[src/rtl/conv_pool_relu.sv]
// conv_pool_relu
//   2x2 max-pool plus optional ReLU on the fp16 conv result stream, followed by
//   a small FIFO of pooled values.
//
//   Every 4 accepted din samples form one pooling group. The pooled maximum is
//   pushed into the FIFO on the edge that accepts the 4th sample. When relu_en
//   is high on that edge, a pooled value whose sign bit is set is replaced by +0.
//   A push that finds the FIFO full, with no pop on the same edge, is dropped
//   and sets the sticky overflow flag.
//
// Ports
//   clk         in   clock, rising edge
//   rst         in   asynchronous reset, active high
//   clear       in   synchronous flush of all state; overrides din_valid/dout_ready
//   relu_en     in   1 = clamp negative pooled values to +0
//   din_valid   in   din holds a conv result this cycle
//   din[15:0]   in   fp16 conv result
//   dout_ready  in   consumer accepts dout this cycle
//   dout_valid  out  FIFO not empty
//   dout[15:0]  out  FIFO head (0 while empty)
//   fifo_full   out  FIFO holds FIFO_DEPTH entries
//   overflow    out  sticky: a pooled value was dropped
//   group_cnt   out  completed 4-sample groups, wraps at 16 bits
//
// Group phase
//   phase | meaning
//   0     | waiting for 1st sample; it loads run_max unconditionally
//   1     | waiting for 2nd sample; replaces run_max if strictly greater
//   2     | waiting for 3rd sample; replaces run_max if strictly greater
//   3     | waiting for 4th sample; pooled value pushed on acceptance

module conv_pool_relu #(
    parameter int FIFO_DEPTH = 8
) (
    input  logic        clk,
    input  logic        rst,
    input  logic        clear,
    input  logic        relu_en,
    input  logic        din_valid,
    input  logic [15:0] din,
    input  logic        dout_ready,
    output logic        dout_valid,
    output logic [15:0] dout,
    output logic        fifo_full,
    output logic        overflow,
    output logic [15:0] group_cnt
);

    localparam int AW = $clog2(FIFO_DEPTH);

    // fp16 ordering on raw bits: +0 and -0 compare equal, positives rank by
    // magnitude, negatives by inverse magnitude. NaN/Inf are not special.
    function automatic logic fp16_gt(input logic [15:0] a, input logic [15:0] b);
        logic a_zero;
        logic b_zero;
        a_zero = (a[14:0] == 15'd0);
        b_zero = (b[14:0] == 15'd0);
        if (a_zero && b_zero)
            return 1'b0;
        if (a[15] != b[15])
            return b[15];
        if (!a[15])
            return a[14:0] > b[14:0];
        return a[14:0] < b[14:0];
    endfunction

    logic [1:0]    phase;
    logic [15:0]   run_max;
    logic [AW:0]   wr_ptr;
    logic [AW:0]   rd_ptr;
    logic [15:0]   mem [FIFO_DEPTH];

    logic          din_gt;
    logic [15:0]   pooled;
    logic [15:0]   push_data;
    logic          push_req;
    logic          push_ok;
    logic          pop;
    logic          fifo_empty;

    // Extra pointer bit separates full from empty when the indices match.
    assign fifo_empty = (wr_ptr == rd_ptr);
    assign fifo_full  = (wr_ptr[AW] != rd_ptr[AW]) &&
                        (wr_ptr[AW-1:0] == rd_ptr[AW-1:0]);

    assign dout_valid = !fifo_empty;
    // Masked while empty so dout reads 0 after reset/clear without resetting mem.
    assign dout       = fifo_empty ? 16'h0000 : mem[rd_ptr[AW-1:0]];

    // Equality keeps run_max, i.e. the earlier sample wins ties.
    assign din_gt    = fp16_gt(din, run_max);
    assign pooled    = din_gt ? din : run_max;
    assign push_data = (relu_en && pooled[15]) ? 16'h0000 : pooled;

    assign push_req = !clear && din_valid && (phase == 2'd3);
    assign pop      = !clear && dout_valid && dout_ready;
    // A full FIFO still takes the push when the head leaves on the same edge.
    assign push_ok  = push_req && (!fifo_full || pop);

    always_ff @(posedge clk or posedge rst) begin
        if (rst) begin
            phase   <= 2'd0;
            run_max <= 16'h0000;
        end else if (clear) begin
            phase   <= 2'd0;
            run_max <= 16'h0000;
        end else if (din_valid) begin
            phase <= phase + 2'd1;
            if (phase == 2'd0 || ((phase != 2'd3) && din_gt))
                run_max <= din;
        end
    end

    always_ff @(posedge clk or posedge rst) begin
        if (rst) begin
            wr_ptr    <= '0;
            rd_ptr    <= '0;
            overflow  <= 1'b0;
            group_cnt <= 16'd0;
        end else if (clear) begin
            wr_ptr    <= '0;
            rd_ptr    <= '0;
            overflow  <= 1'b0;
            group_cnt <= 16'd0;
        end else begin
            if (push_ok)
                wr_ptr <= wr_ptr + 1'b1;
            if (pop)
                rd_ptr <= rd_ptr + 1'b1;
            if (push_req && !push_ok)
                overflow <= 1'b1;
            if (push_req)
                group_cnt <= group_cnt + 16'd1;
        end
    end

    always_ff @(posedge clk) begin
        if (push_ok)
            mem[wr_ptr[AW-1:0]] <= push_data;
    end

endmodule

[config.mk]
export PLATFORM = sky130hd
export DESIGN_NAME = conv_pool_relu
export DESIGN_NICKNAME = d
export VERILOG_FILES = /design/src/rtl/conv_pool_relu.sv
export SDC_FILE = /design/constraint.sdc
export NUM_CORES = 1
export LEC_CHECK = 0
export BUFFER_PORTS_ARGS = -buffer_cell sky130_fd_sc_hd__buf_2
export CELL_PAD_IN_SITES_DETAIL_PLACEMENT = 2
export CELL_PAD_IN_SITES_GLOBAL_PLACEMENT = 2
export CORE_UTILIZATION = 43
export DETAILED_ROUTE_END_ITERATION = 10
export GPL_TIMING_DRIVEN = 0
export HOLD_SLACK_MARGIN = 0.06
export PLACE_DENSITY_LB_ADDON = 0.1
export SYNTH_ARGS = -nofsm -noshare
export SYNTH_HDL_FRONTEND = slang
export SYNTH_SLANG_ARGS = --single-unit
[constraint.sdc]
create_clock -name clk -period 3.7 [get_ports clk]
set_input_delay 0.37 -clock clk [delete_from_list [all_inputs] [get_ports clk]]
set_output_delay 0.37 -clock clk [all_outputs]
set_load 0.02 [all_outputs]
==> results of run 1 <==
-- layout by cell type (no fill, tap or decap), types with 6 or more instances in the layout --
cell       Yosys  final
clkbuf_16      0     17
inv_6          0      6
xnor2_1        6      6
buf_8          0      6
o21ai_0        7      7
nand4_1       25     25
nor2_1        47     44
mux4_2        32     32
clkbuf_1      18     18
nand2_1       17     17
nor4_1         9      8
inv_1         22     21
dfrtp_1       43     43
xor2_1        17     17
buf_2          7     62
mux2i_1       33     33
nand2b_1      34     34
ha_1          20     20
edfxtp_1     128    128
o31ai_1       15     15
a21oi_1       27     25
-- final timing paths --
check / end / slack, ns
max in group asynchronous: rd_ptr[1] / 2.72
worst max register to register: mem[3][12] / 0.14
min in group asynchronous: run_max[10] / 0.49
worst max-delay path: mem[3][12] / 0.14
worst min-delay path: run_max[10] / 0.24
worst min register to register: overflow / 0.54
-- state kept, by name (all words and copies together) (netlist names) --
| register | cells |
|---|---|
| mem | 128 |
| wr_ptr | 4 |
| phase | 2 |
| run_max | 16 |
| group_cnt | 16 |
| overflow | 1 |
| rd_ptr | 4 |
-- tightest hold or removal path: stages --
cell      delay, ns
buf_2          0.13
nand2b_1       0.07
mux2i_1        0.06
-- cells in the mapped netlist (2+ instances only) --
master / n / share of area [%]
and3_1: 3 / 0.24
clkbuf_1: 18 / 0.86
inv_1: 22 / 1.0
nor4_1: 9 / 0.72
nor3_1: 7 / 0.44
xnor2_1: 6 / 0.67
or3_1: 5 / 0.40
nand3_1: 5 / 0.32
nand2_1: 17 / 0.81
mux4_2: 32 / 9.2
dfrtp_1: 43 / 14
o31ai_1: 15 / 1.4
nand2b_1: 34 / 2.7
a21oi_1: 27 / 1.7
mux2i_1: 33 / 4.2
clkbuf_2: 2 / 0.13
ha_1: 20 / 3.2
xor2_1: 17 / 1.9
edfxtp_1: 128 / 49
o21ai_0: 7 / 0.44
nor2_1: 47 / 2.2
buf_2: 7 / 0.44
nand4_1: 25 / 2.0
a211oi_2: 2 / 0.32
o21a_1: 3 / 0.29
-- routing by layer --
layer | up-vias | global-route usage [%] | part of all wire [%]
met5 | - | 0 | 0
met2 | 106 | 46.0 | 52
met1 | 2686 | 33.2 | 44
met4 | 0 | 7.45 | 1.5
li1 | 2256 | - | -
met3 | 25 | 3.57 | 2.4
-- repair_timing --
item | 4_1_cts | 5_1_grt
gates resized for setup | 0 | 3
hold buffers | 1 | 0
setup endpoints to repair | 0 | 72
hold endpoints to repair | 16 | 0
-- power breakdown --
part / internal (W) / switching (W) / leakage (nW)
clock network: 0.00116 / 0.000789 / 0.313
registers: 0.00216 / 0.0000347 / 1.75
logic: 0.000137 / 0.000284 / 1.40
total: 0.00346 / 0.00111 / 3.46
-- logic make-up after synthesis --
| kind of cell | after synthesis |
|---|---|
| flip-flops | 171 |
| adder cells (fa/ha/maj) | 20 |
| XOR/XNOR | 23 |
| AND/OR/NAND/NOR | 160 |
| AO/OA/AOI/OAI | 59 |
| multiplexers | 65 |
| buffers and inverters | 53 |
-- metrics by stage --
| stage | utilization (%) | TNS (ns) |
|---|---|---|
| 2_1_floorplan | - | 0 |
| 3_3_place_gp | 47.0 | -56.59 |
| 3_5_place_dp | 47.9 | 0 |
| 4_1_cts | 51.5 | 0 |
| 5_1_grt | 51.6 | 0 |
| 6_report | 51.6 | 0 |
-- layout make-up --
cell class	instances	area [um2]
buffer	31	155
clock buffer	18	439
clock inverter	14	203
fill	1699	8690
inverter	22	82.6
multi-input combinational	327	2760
sequential	171	4920
tap	229	287
timing repair buffer	66	422
==> flow_summary.rst, run 1 <==
.. list-table::
   :header-rows: 1

   * - Metric
     - Value
   * - Yosys cell types
     - 42
   * - Maximum net fanout on the critical path
     - 10
   * - Clock period minus worst slack
     - 3.56 ns
   * - Clock tree skew after final layout
     - 0.0197 ns
   * - Crit. End Element
     - flip-flop
   * - Area of the placeable core
     - 18000 um2
   * - Pin count of the biggest net entering global routing
     - 28
   * - Slew at the pin closest to its max-slew limit
     - 1.08 ns
   * - Maximum cell stage delay along the critical path
     - 0.64 ns
   * - Standard-cell rows
     - 49
   * - Number of buffers inserted by port buffering
     - 55
   * - Normalized max-slew margin
     - 27.4%
   * - Flip-flop cell with the highest count after synthesis
     - edfxtp_1
   * - Depth of the CTS H-tree
     - 4
   * - Die boundary width
     - 137 um
   * - Part of the cycle the worst path needs
     - 96.1%
   * - Worst slack at placement
     - 0.216 ns
   * - Post-Synth XOR/XNOR Area
     - 2.56%
   * - Number of cells on the critical path
     - 9
   * - Final slew viol count
     - 0
   * - Maximum vdd drop
     - 0.300 mV
   * - Vias per inst
     - 5.78
   * - Placed cells
     - 845
   * - Number of setup violations in the final report
     - 0
   * - Count of flip-flops with a built-in enable after synthesis
     - 128
   * - Crit path setup slack, layout
     - 0.145 ns
   * - Fraction of the mapped netlist area in adder cells
     - 3.18%
   * - Leakage power summed over all cells
     - 3.46 nW
   * - Wire length of the first global-routing pass
     - 34.4 mm
   * - TritonCTS Buffers
     - 17
   * - Min Hold Slack
     - 0.241 ns
   * - Post-layout nets
     - 678
   * - Number of clock sinks seen by CTS
     - 171
   * - Mean cell area of the mapped netlist
     - 14.3 um2
   * - WP data required
     - 3.82 ns
   * - Number of inserted diodes
     - 0
   * - Synthesis-to-layout area growth
     - 17.7%
   * - Largest family of logic cells by synthesized area
     - multiplexers
   * - Root Buffer
     - clkbuf_16
   * - Area of placed instances
     - 8600 um2
   * - Maximum count of clock buffers along a single path
     - 2
   * - WP data arrival
     - 3.68 ns
   * - Share of synthesized registers carrying an async set or reset
     - 25.1%
   * - Antenna violations before repair
     - 0
   * - Post-route cell area
     - 9270 um2
   * - Worst Reg2Reg Path Length in Cells
     - 9
   * - Clock tree from TritonCTS
     - done
   * - Startpoint of the worst setup timing path
     - run_max[8]
   * - Portion of netlist area occupied by mux cells
     - 13.4%
   * - Critical path type
     - flip-flop to flip-flop
   * - Post-Synthesis Cells
     - 551
   * - Final number of hold-violating endpoints
     - 0
   * - Share of layout cells above drive strength 1
     - 24.2%
   * - Standard cell with the maximum stage delay on the critical path
     - a21oi_1
   * - Sequential area share after synthesis
     - 62.5%
   * - Violation count after the first detailed-route iteration
     - 325
   * - Clock transition at path regs
     - 0.07 ns
   * - Routed wire length
     - 22.5 mm
   * - Total nets after synthesis
     - 593
   * - Maximum achievable frequency
     - 0.281 GHz
   * - Clock latency of the later-clocked register in the worst-skew pair
     - 0.43 ns
   * - Effective utilization at floorplan
     - 43.8%
   * - Share of the synthesized area in compound gates (AO/OA/AOI/OAI)
     - 4.69%
   * - Yosys warnings
     - 0
   * - Buffers and inverters on the worst path
     - 2
   * - Unrepaired setup endpoints after global routing
     - no
   * - Pwr/cell area
     - 492 nW/um2
   * - Hold Crit Start
     - din[10]
   * - Number of cells in the finished layout apart from fillers
     - 878
   * - Hold path cells
     - 3
   * - Per-cell routed wire length
     - 25.7 um
   * - Post-route antenna net violation count
     - 0
   * - CP startpoint kind
     - flip-flop
   * - DIE AREA
     - 18900 um2
   * - Max-capacitance violation count
     - 0
   * - Pwr Total
     - 0.00456 W
   * - CP cell instances
     - inv_1, ha_1, a21oi_1, o21a_1, o21ai_0, o21a_1, clkbuf_1, o31ai_1, a21oi_1
   * - Number of storage elements in the synthesis netlist
     - 171
   * - DPL Wire Length
     - 16.1 mm
   * - Detailed-router iteration count before antenna repair
     - 4
   * - Worst min-delay path category
     - primary input to flip-flop
   * - Overall routing resource usage
     - 26.0%
   * - DIE HEIGHT
     - 137 um
   * - Buffers inserted during post-CTS setup optimization
     - 0
   * - Simple-Gate Fraction of Synth Area
     - 10.7%
   * - Cell family contributing the most delay on the critical path
     - compound AO/OA/AOI/OAI gates
   * - Num ports
     - 57
   * - Startpoint of the worst register-to-register path
     - run_max[8]
   * - Last weighted congestion value of the routability-driven placer
     - 0.765
   * - Post-synth design cell area
     - 7870 um2
   * - Result of the run
     - finished, final reports clean
   * - Number of global-route vias before repair
     - 5608
   * - Total number of vias
     - 5073
   * - DRC violations left
     - 0
   * - Overflow after GRT
     - 0
Note: power is estimated with default switching activity, not from simulation.
==> inputs of run 2 (changes only) <==
--- a/config.mk
+++ b/config.mk
@@ -12,7 +12,7 @@
 export DETAILED_ROUTE_END_ITERATION = 10
 export GPL_TIMING_DRIVEN = 0
 export HOLD_SLACK_MARGIN = 0.06
-export PLACE_DENSITY_LB_ADDON = 0.1
+export PLACE_DENSITY = 0.87
 export SYNTH_ARGS = -nofsm -noshare
 export SYNTH_HDL_FRONTEND = slang
 export SYNTH_SLANG_ARGS = --single-unit
==> flow_summary.rst, run 2 (synthesis gave the netlist of run 1 again) <==
.. list-table::
   :header-rows: 1

   * - Metric
     - Value
   * - Post-layout nets
     - 678 (unchanged)
   * - Clock tree from TritonCTS
     - done
   * - Depth of the CTS H-tree
     - 4 (unchanged)
   * - GRT met2 Usage
     - 50.7% (+4.7 points)
   * - Most used routing layer in global routing
     - met2
   * - Violation count after the first detailed-route iteration
     - 467 (+44%)
   * - Wire length of the first global-routing pass
     - 37.4 mm (+8.7%)
   * - Per-cell routed wire length
     - 28.7 um (+12%)
   * - Worst min-delay path category
     - primary input to flip-flop
   * - DRC violations left
     - 0 (unchanged)
   * - Standard-cell rows
     - 49 (unchanged)
   * - Met3 Usage GRT
     - 4.45% (+0.88 points)
   * - DIE AREA
     - 18900 um2 (unchanged)
   * - Num ports
     - 57 (unchanged)
   * - Highest-count cells in the layout ignoring fill and taps
     - edfxtp_1, buf_2, nor2_1
   * - Sum of negative setup slack
     - 0 ns (unchanged)
   * - Number of flip-flops under the largest register name
     - 128 (unchanged)
   * - Max-capacitance violation count
     - 0 (unchanged)
   * - Post-route antenna net violation count
     - 0 (unchanged)
   * - Pwr/cell area
     - 481 nW/um2 (-2.2%)
   * - Number of buffers inserted by port buffering
     - 55 (unchanged)
   * - Placed cells
     - 845 (unchanged)
   * - DPL Wire Length
     - 17.1 mm (+6.2%)
   * - Maximum net fanout on the critical path
     - 10 (unchanged)
   * - Number of inserted diodes
     - 0 (unchanged)
   * - Number of filler instances in the final layout
     - 1680 (-1.1%)
   * - Maximum achievable frequency
     - 0.273 GHz (-2.8%)
   * - Maximum vdd drop
     - 0.329 mV (+9.7%)
   * - Routing usage on met1
     - 35.1% (+1.9 points)
   * - Pin count of the biggest net entering global routing
     - 31 (+11%)
   * - Routed wire length
     - 25.2 mm (+12%)
   * - Crit. End Element
     - flip-flop
   * - WP data required
     - 3.83 ns (about the same)
   * - FF/Latch Area
     - 4920 um2 (unchanged)
   * - Number of global-route vias before repair
     - 5811 (+3.6%)
   * - Effective utilization at floorplan
     - 43.8% (unchanged)
   * - Slew at the pin closest to its max-slew limit
     - 1.14 ns (+0.0608 ns)
   * - Clock transition at path regs
     - 0.08 ns (about the same)
   * - WP data arrival
     - 3.79 ns (+0.11 ns)
   * - DIE HEIGHT
     - 137 um (unchanged)
   * - Overall routing resource usage
     - 28.8% (+2.8 points)
   * - Buffers inserted during post-CTS setup optimization
     - 0 (unchanged)
   * - Leakage power summed over all cells
     - 3.42 nW (-1.2%)
   * - Overflow after GRT
     - 0 (unchanged)
   * - CP startpoint kind
     - flip-flop
   * - Critical path type
     - flip-flop to flip-flop
   * - Detailed-router iteration count before antenna repair
     - 5 (+1)
   * - Share of layout cells above drive strength 1
     - 24.5% (+0.31 points)
   * - Clock period minus worst slack
     - 3.66 ns (+0.103 ns)
   * - Die boundary width
     - 137 um (unchanged)
   * - Clock latency of the later-clocked register in the worst-skew pair
     - 0.45 ns (+0.02 ns)
   * - Total number of vias
     - 5245 (+3.4%)
   * - Maximum count of clock buffers along a single path
     - 2 (unchanged)
   * - Final number of hold-violating endpoints
     - 0 (unchanged)
   * - Last weighted congestion value of the routability-driven placer
     - 0.869 (+14%)
   * - Part of the cycle the worst path needs
     - 98.9% (+2.8 points)
   * - Normalized max-slew margin
     - 23.3% (-4.1 points)
   * - Vias per inst
     - 5.97 (+3.4%)
   * - Clock tree skew after final layout
     - 0.0149 ns (-0.00482 ns)
   * - Synthesis-to-layout area growth
     - 17.0%
   * - Unrepaired setup endpoints after global routing
     - no
   * - Area of the placeable core
     - 18000 um2 (unchanged)
   * - Result of the run
     - finished, final reports clean
   * - Area used by multi-input combinational logic
     - 2770 um2 (+0.23%)
   * - Root Buffer
     - clkbuf_16
   * - TritonCTS Buffers
     - 17 (unchanged)
   * - Antenna violations before repair
     - 1 (+1)
   * - Number of cells in the finished layout apart from fillers
     - 878 (unchanged)
   * - Number of clock sinks seen by CTS
     - 171 (unchanged)
   * - Number of setup violations in the final report
     - 0 (unchanged)
   * - Final slew viol count
     - 0 (unchanged)
   * - Most frequent standard cell in the layout excluding fill and tap cells
     - edfxtp_1
-- run 2: per-stage QoR --
step                setup WS [ns]  cell area [um2]  util, %  power [W]  hold WS [ns]
floorplan                   0.200             7870        -    0.00248         0.513
global placement            -1.08             8430     47.0    0.00258         0.508
detailed placement          0.141             8600     47.9    0.00265         0.361
CTS                        0.0473             9190     51.2    0.00445         0.218
global route               0.0189             9210     51.3    0.00454         0.248
finish                     0.0414             9210     51.3    0.00443         0.227
-- run 2: path summary, 6_finish.rpt --
| path | from | cells after the start | to | slack [ns] |
|---|---|---|---|---|
| worst min-delay path | din[5] | 3 | run_max[5] | 0.23 |
| max in group asynchronous | rst | 4 | rd_ptr[2] | 2.78 |
| worst max register to register | run_max[12] | 9 | mem[1][13] | 0.04 |
| min in group asynchronous | rst | 3 | group_cnt[13] | 0.44 |
| worst max-delay path | run_max[12] | 9 | mem[1][13] | 0.04 |
| worst min register to register | overflow | 2 | overflow | 0.56 |
-- run 2: layout make-up --
type	count	share of cell area (%)
inverters	22	0.897
multi-input cells	327	30.1
clock buffers	17	4.62
plain buffers	31	1.69
flip-flops and latches	171	53.4
clock inverters	15	1.66
repair buffers	66	4.54
well taps	229	3.11
-- run 2: where the power goes --
part | internal, W | leakage (nW) | total [W] | switching (W)
clock | 0.000953 | 0.273 | 0.00179 | 0.000840
sequential | 0.00215 | 1.75 | 0.00219 | 0.0000348
combinational | 0.000140 | 1.40 | 0.000451 | 0.000311
-- run 2: metal layers --
metal	vias up	part of all wire [%]
li1	2253	-
met1	2773	40
met2	179	53
met3	40	4.3
met4	0	2.8
met5	-	0
-- run 2: critical path, stage by stage, from the launching register on --
cell,delay [ns]
dfrtp_1,0.42
inv_1,0.07
ha_1,0.31
a21oi_1,0.19
o21a_1,0.16
o21ai_0,0.23
nor3_1,0.61
clkbuf_1,0.52
o31ai_1,0.18
a21oi_1,0.65
-- run 2: what timing repair did --
action | in CTS | in global routing
endpoints found under the hold margin | 13 | 0
gates resized for setup | 1 | 4
endpoints found under the setup margin | 8 | 32
cloned | 0 | 0
hold buffers | 1 | 0
==> inputs of run 3 (changes only) <==
==> config.mk (replaced) <==
export PLATFORM = sky130hd
export DESIGN_NAME = conv_pool_relu
export DESIGN_NICKNAME = d
export VERILOG_FILES = /design/src/rtl/conv_pool_relu.sv
export SDC_FILE = /design/constraint.sdc
export NUM_CORES = 1
export LEC_CHECK = 0
export CELL_PAD_IN_SITES_DETAIL_PLACEMENT = 2
export CELL_PAD_IN_SITES_GLOBAL_PLACEMENT = 2
export CORE_UTILIZATION = 46
export DETAILED_ROUTE_END_ITERATION = 10
export DONT_BUFFER_PORTS = 1
export GPL_TIMING_DRIVEN = 0
export HOLD_SLACK_MARGIN = 0.06
export PLACE_DENSITY = 0.88
export SYNTH_ARGS = -nofsm -noshare
export SYNTH_HDL_FRONTEND = slang
export SYNTH_SLANG_ARGS = --single-unit
==> flow_summary.rst, run 3 (synthesis gave the netlist of run 1 again) <==
.. list-table::
   :header-rows: 1

   * - Metric
     - Value
   * - Result of the run
     - finished, final reports clean
   * - Sum of negative setup slack
     - 0 ns (unchanged)
   * - End of the worst register-to-register path
     - mem[0][12]
   * - Worst Reg2Reg Path Length in Cells
     - 9 (unchanged)
   * - Area of placed instances
     - 8310 um2 (-3.4%)
   * - Standard-cell rows
     - 47 (-4.1%)
   * - DPL Wire Length
     - 16.2 mm (-5.2%)
   * - Clock period minus worst slack
     - 3.63 ns (-0.0269 ns)
   * - WP data required
     - 3.82 ns (about the same)
   * - Number of setup violations in the final report
     - 0 (unchanged)
   * - Reg2Reg Setup Slack
     - 0.07 ns (+0.03 ns)
   * - Clock tree from TritonCTS
     - done
   * - Overflow after GRT
     - 0 (unchanged)
   * - Startpoint of the worst register-to-register path
     - run_max[8]
   * - WP data arrival
     - 3.75 ns (-0.04 ns)
   * - Overall routing resource usage
     - 27.8% (-1.0 points)
   * - Critical path type
     - flip-flop to flip-flop
   * - Last weighted congestion value of the routability-driven placer
     - 0.817 (-6.0%)
   * - Area of the placeable core
     - 16600 um2 (-7.4%)
   * - Crit. End Element
     - flip-flop
   * - Critical path destination
     - mem[0][12]
   * - Synthesis-to-layout area growth
     - 12.2%
   * - DIE HEIGHT
     - 133 um (-3.3%)
   * - Combinational power share
     - 9.7% (-0.5 points)
   * - Clock network power share
     - 38.2% (-2.2 points)
   * - Pwr/cell area
     - 476 nW/um2 (-1.2%)
   * - Switching Share
     - 25.2% (-1.6 points)
   * - Detailed-router iteration count before antenna repair
     - 4 (-1)
   * - Clock latency of the later-clocked register in the worst-skew pair
     - 0.43 ns (-0.02 ns)
   * - Worst min-delay path category
     - primary input to flip-flop
   * - Share of layout cells above drive strength 1
     - 15.7% (-8.8 points)
   * - Highest-count cells in the layout ignoring fill and taps
     - edfxtp_1, nor2_1, dfrtp_1
   * - Pin count of the biggest net entering global routing
     - 26 (-16%)
   * - CP startpoint kind
     - flip-flop
   * - DIE AREA
     - 17600 um2 (-6.4%)
   * - Max-capacitance violation count
     - 0 (unchanged)
   * - Crit path setup slack, layout
     - 0.0683 ns (+0.0269 ns)
   * - Vias per inst
     - 6.12 (+2.5%)
   * - Number of inserted diodes
     - 0 (unchanged)
   * - Depth of the CTS H-tree
     - 4 (unchanged)
   * - Share of total power in sequential cells
     - 52.1% (+2.7 points)
   * - Post-route cell area
     - 8830 um2 (-4.0%)
   * - TritonCTS Buffers
     - 17 (unchanged)
   * - Worst slack at placement
     - 0.187 ns (+0.0469 ns)
   * - Final number of hold-violating endpoints
     - 0 (unchanged)
   * - Antenna violations before repair
     - 1 (unchanged)
   * - Switching power
     - 0.00106 W (-11%)
   * - Violation count after the first detailed-route iteration
     - 368 (-21%)
   * - Post-layout nets
     - 623 (-8.1%)
   * - Most frequent standard cell in the layout excluding fill and tap cells
     - edfxtp_1
   * - Per-cell routed wire length
     - 28.3 um (-1.3%)
   * - Num ports
     - 57 (unchanged)
   * - Number of buffers inserted by port buffering
     - 0 (-100%)
   * - Normalized max-slew margin
     - 4.03% (-19 points)
   * - Maximum vdd drop
     - 0.342 mV (+4.0%)
   * - Maximum net fanout on the critical path
     - 10 (unchanged)
   * - Unrepaired setup endpoints after global routing
     - no
   * - Number of global-route vias before repair
     - 5618 (-3.3%)
   * - Routed wire length
     - 23.1 mm (-8.5%)
   * - Slew at the pin closest to its max-slew limit
     - 1.43 ns (+0.282 ns)
   * - Final slew viol count
     - 0 (unchanged)
   * - Hold path cells
     - 2 (-1)
   * - Clock transition at path regs
     - 0.06 ns (-0.02 ns)
   * - Startpoint of the worst setup timing path
     - run_max[8]
   * - Internal power summed over all cells
     - 0.00314 W (-3.2%)
   * - Root Buffer
     - clkbuf_16
   * - Leakage power summed over all cells
     - 3.11 nW (-9.0%)
   * - Maximum achievable frequency
     - 0.275 GHz (+0.74%)
   * - Clock tree skew after final layout
     - 0.0102 ns (-0.00470 ns)
   * - Post-route antenna net violation count
     - 0 (unchanged)
   * - Die boundary width
     - 133 um (-3.3%)
   * - Number of clock sinks seen by CTS
     - 171 (unchanged)
   * - DRC violations left
     - 0 (unchanged)
   * - Maximum count of clock buffers along a single path
     - 2 (unchanged)
   * - Number of flip-flops under the largest register name
     - 128 (unchanged)
   * - Effective utilization at floorplan
     - 47.3% (+3.5 points)
   * - Buffers inserted during post-CTS setup optimization
     - 0 (unchanged)
   * - Part of the cycle the worst path needs
     - 98.2% (-0.73 points)
   * - Wire length of the first global-routing pass
     - 35.4 mm (-5.3%)
   * - Total number of vias
     - 4983 (-5.0%)
run 3: cell types whose count changed in the layout (fill, tap and decap cells not counted):
cell,delta
buf_2,-55
clkbuf_1,+8
inv_6,-8
a21oi_1,+3
a21oi_2,-3
clkinv_4,+3
clkinv_2,+2
clkinvlp_4,-2
inv_8,-2
buf_6,+1
buf_8,-1
bufinv_16,-1
run 3: critical path: stages, from the launching register on:
cell and delay (ns):
dfrtp_1 0.45, inv_1 0.08, ha_1 0.30, a21oi_1 0.15
o21a_1 0.15, o21ai_0 0.22, nor3_1 0.66, clkbuf_1 0.45
o31ai_1 0.19, a21oi_1 0.67
run 3: area by class of cell:
type                       count  area [um2]
clock buffer                  25         455
fill                        1549        7810
clock inverter                 7        51.3
timing repair buffer          11         139
sequential                   171        4920
tap                          220         275
inverter                      22        82.6
multi-input combinational    327        2760
buffer                        31         155
run 3: repair_timing:
| item | 4_1_cts | 5_1_grt |
|---|---|---|
| resized for setup | 0 | 2 |
| endpoints found under the setup margin | 0 | 16 |
| hold buffers | 1 | 0 |
| endpoints found under the hold margin | 18 | 0 |
run 3: per-stage QoR:
step / power (W) / std cells / util (%) / hold slack (ns)
2_1_floorplan: 0.00248 / 551 / - / 0.513
3_3_place_gp: 0.00256 / 771 / 49.0 / 0.522
3_5_place_dp: 0.00262 / 781 / 49.9 / 0.299
4_1_cts: 0.00421 / 814 / 53.0 / 0.0793
5_1_grt: 0.00431 / 814 / 53.1 / 0.0961
6_report: 0.00420 / 814 / 53.1 / 0.0916
run 3: layer usage:
metal	up-vias	GRT usage (%)	part of all wire, %
li1	2147	-	-
met5	-	0	0
met4	0	8.11	2.2
met1	2656	35.2	41
met2	146	48.0	52
met3	34	5.86	4.4
run 3: worst min-delay path by stage:
stage	endpoint	slack, ns	start
finish	run_max[2]	0.09	din[2]
floorplan	phase[1]	0.51	phase[1]
global route	run_max[8]	0.1	din[8]
global placement	run_max[14]	0.52	din[14]
detailed placement	run_max[0]	0.30	rst
CTS	run_max[2]	0.08	din[2]
run 3: power groups by stage:
stage	registers, W	clock network (W)	logic [W]
6_report	0.00219	0.00161	0.000406
3_5_place_dp	0.00223	0	0.000390
2_1_floorplan	0.00221	0	0.000267
3_3_place_gp	0.00222	0	0.000332
4_1_cts	0.00219	0.00162	0.000402
5_1_grt	0.00219	0.00168	0.000438
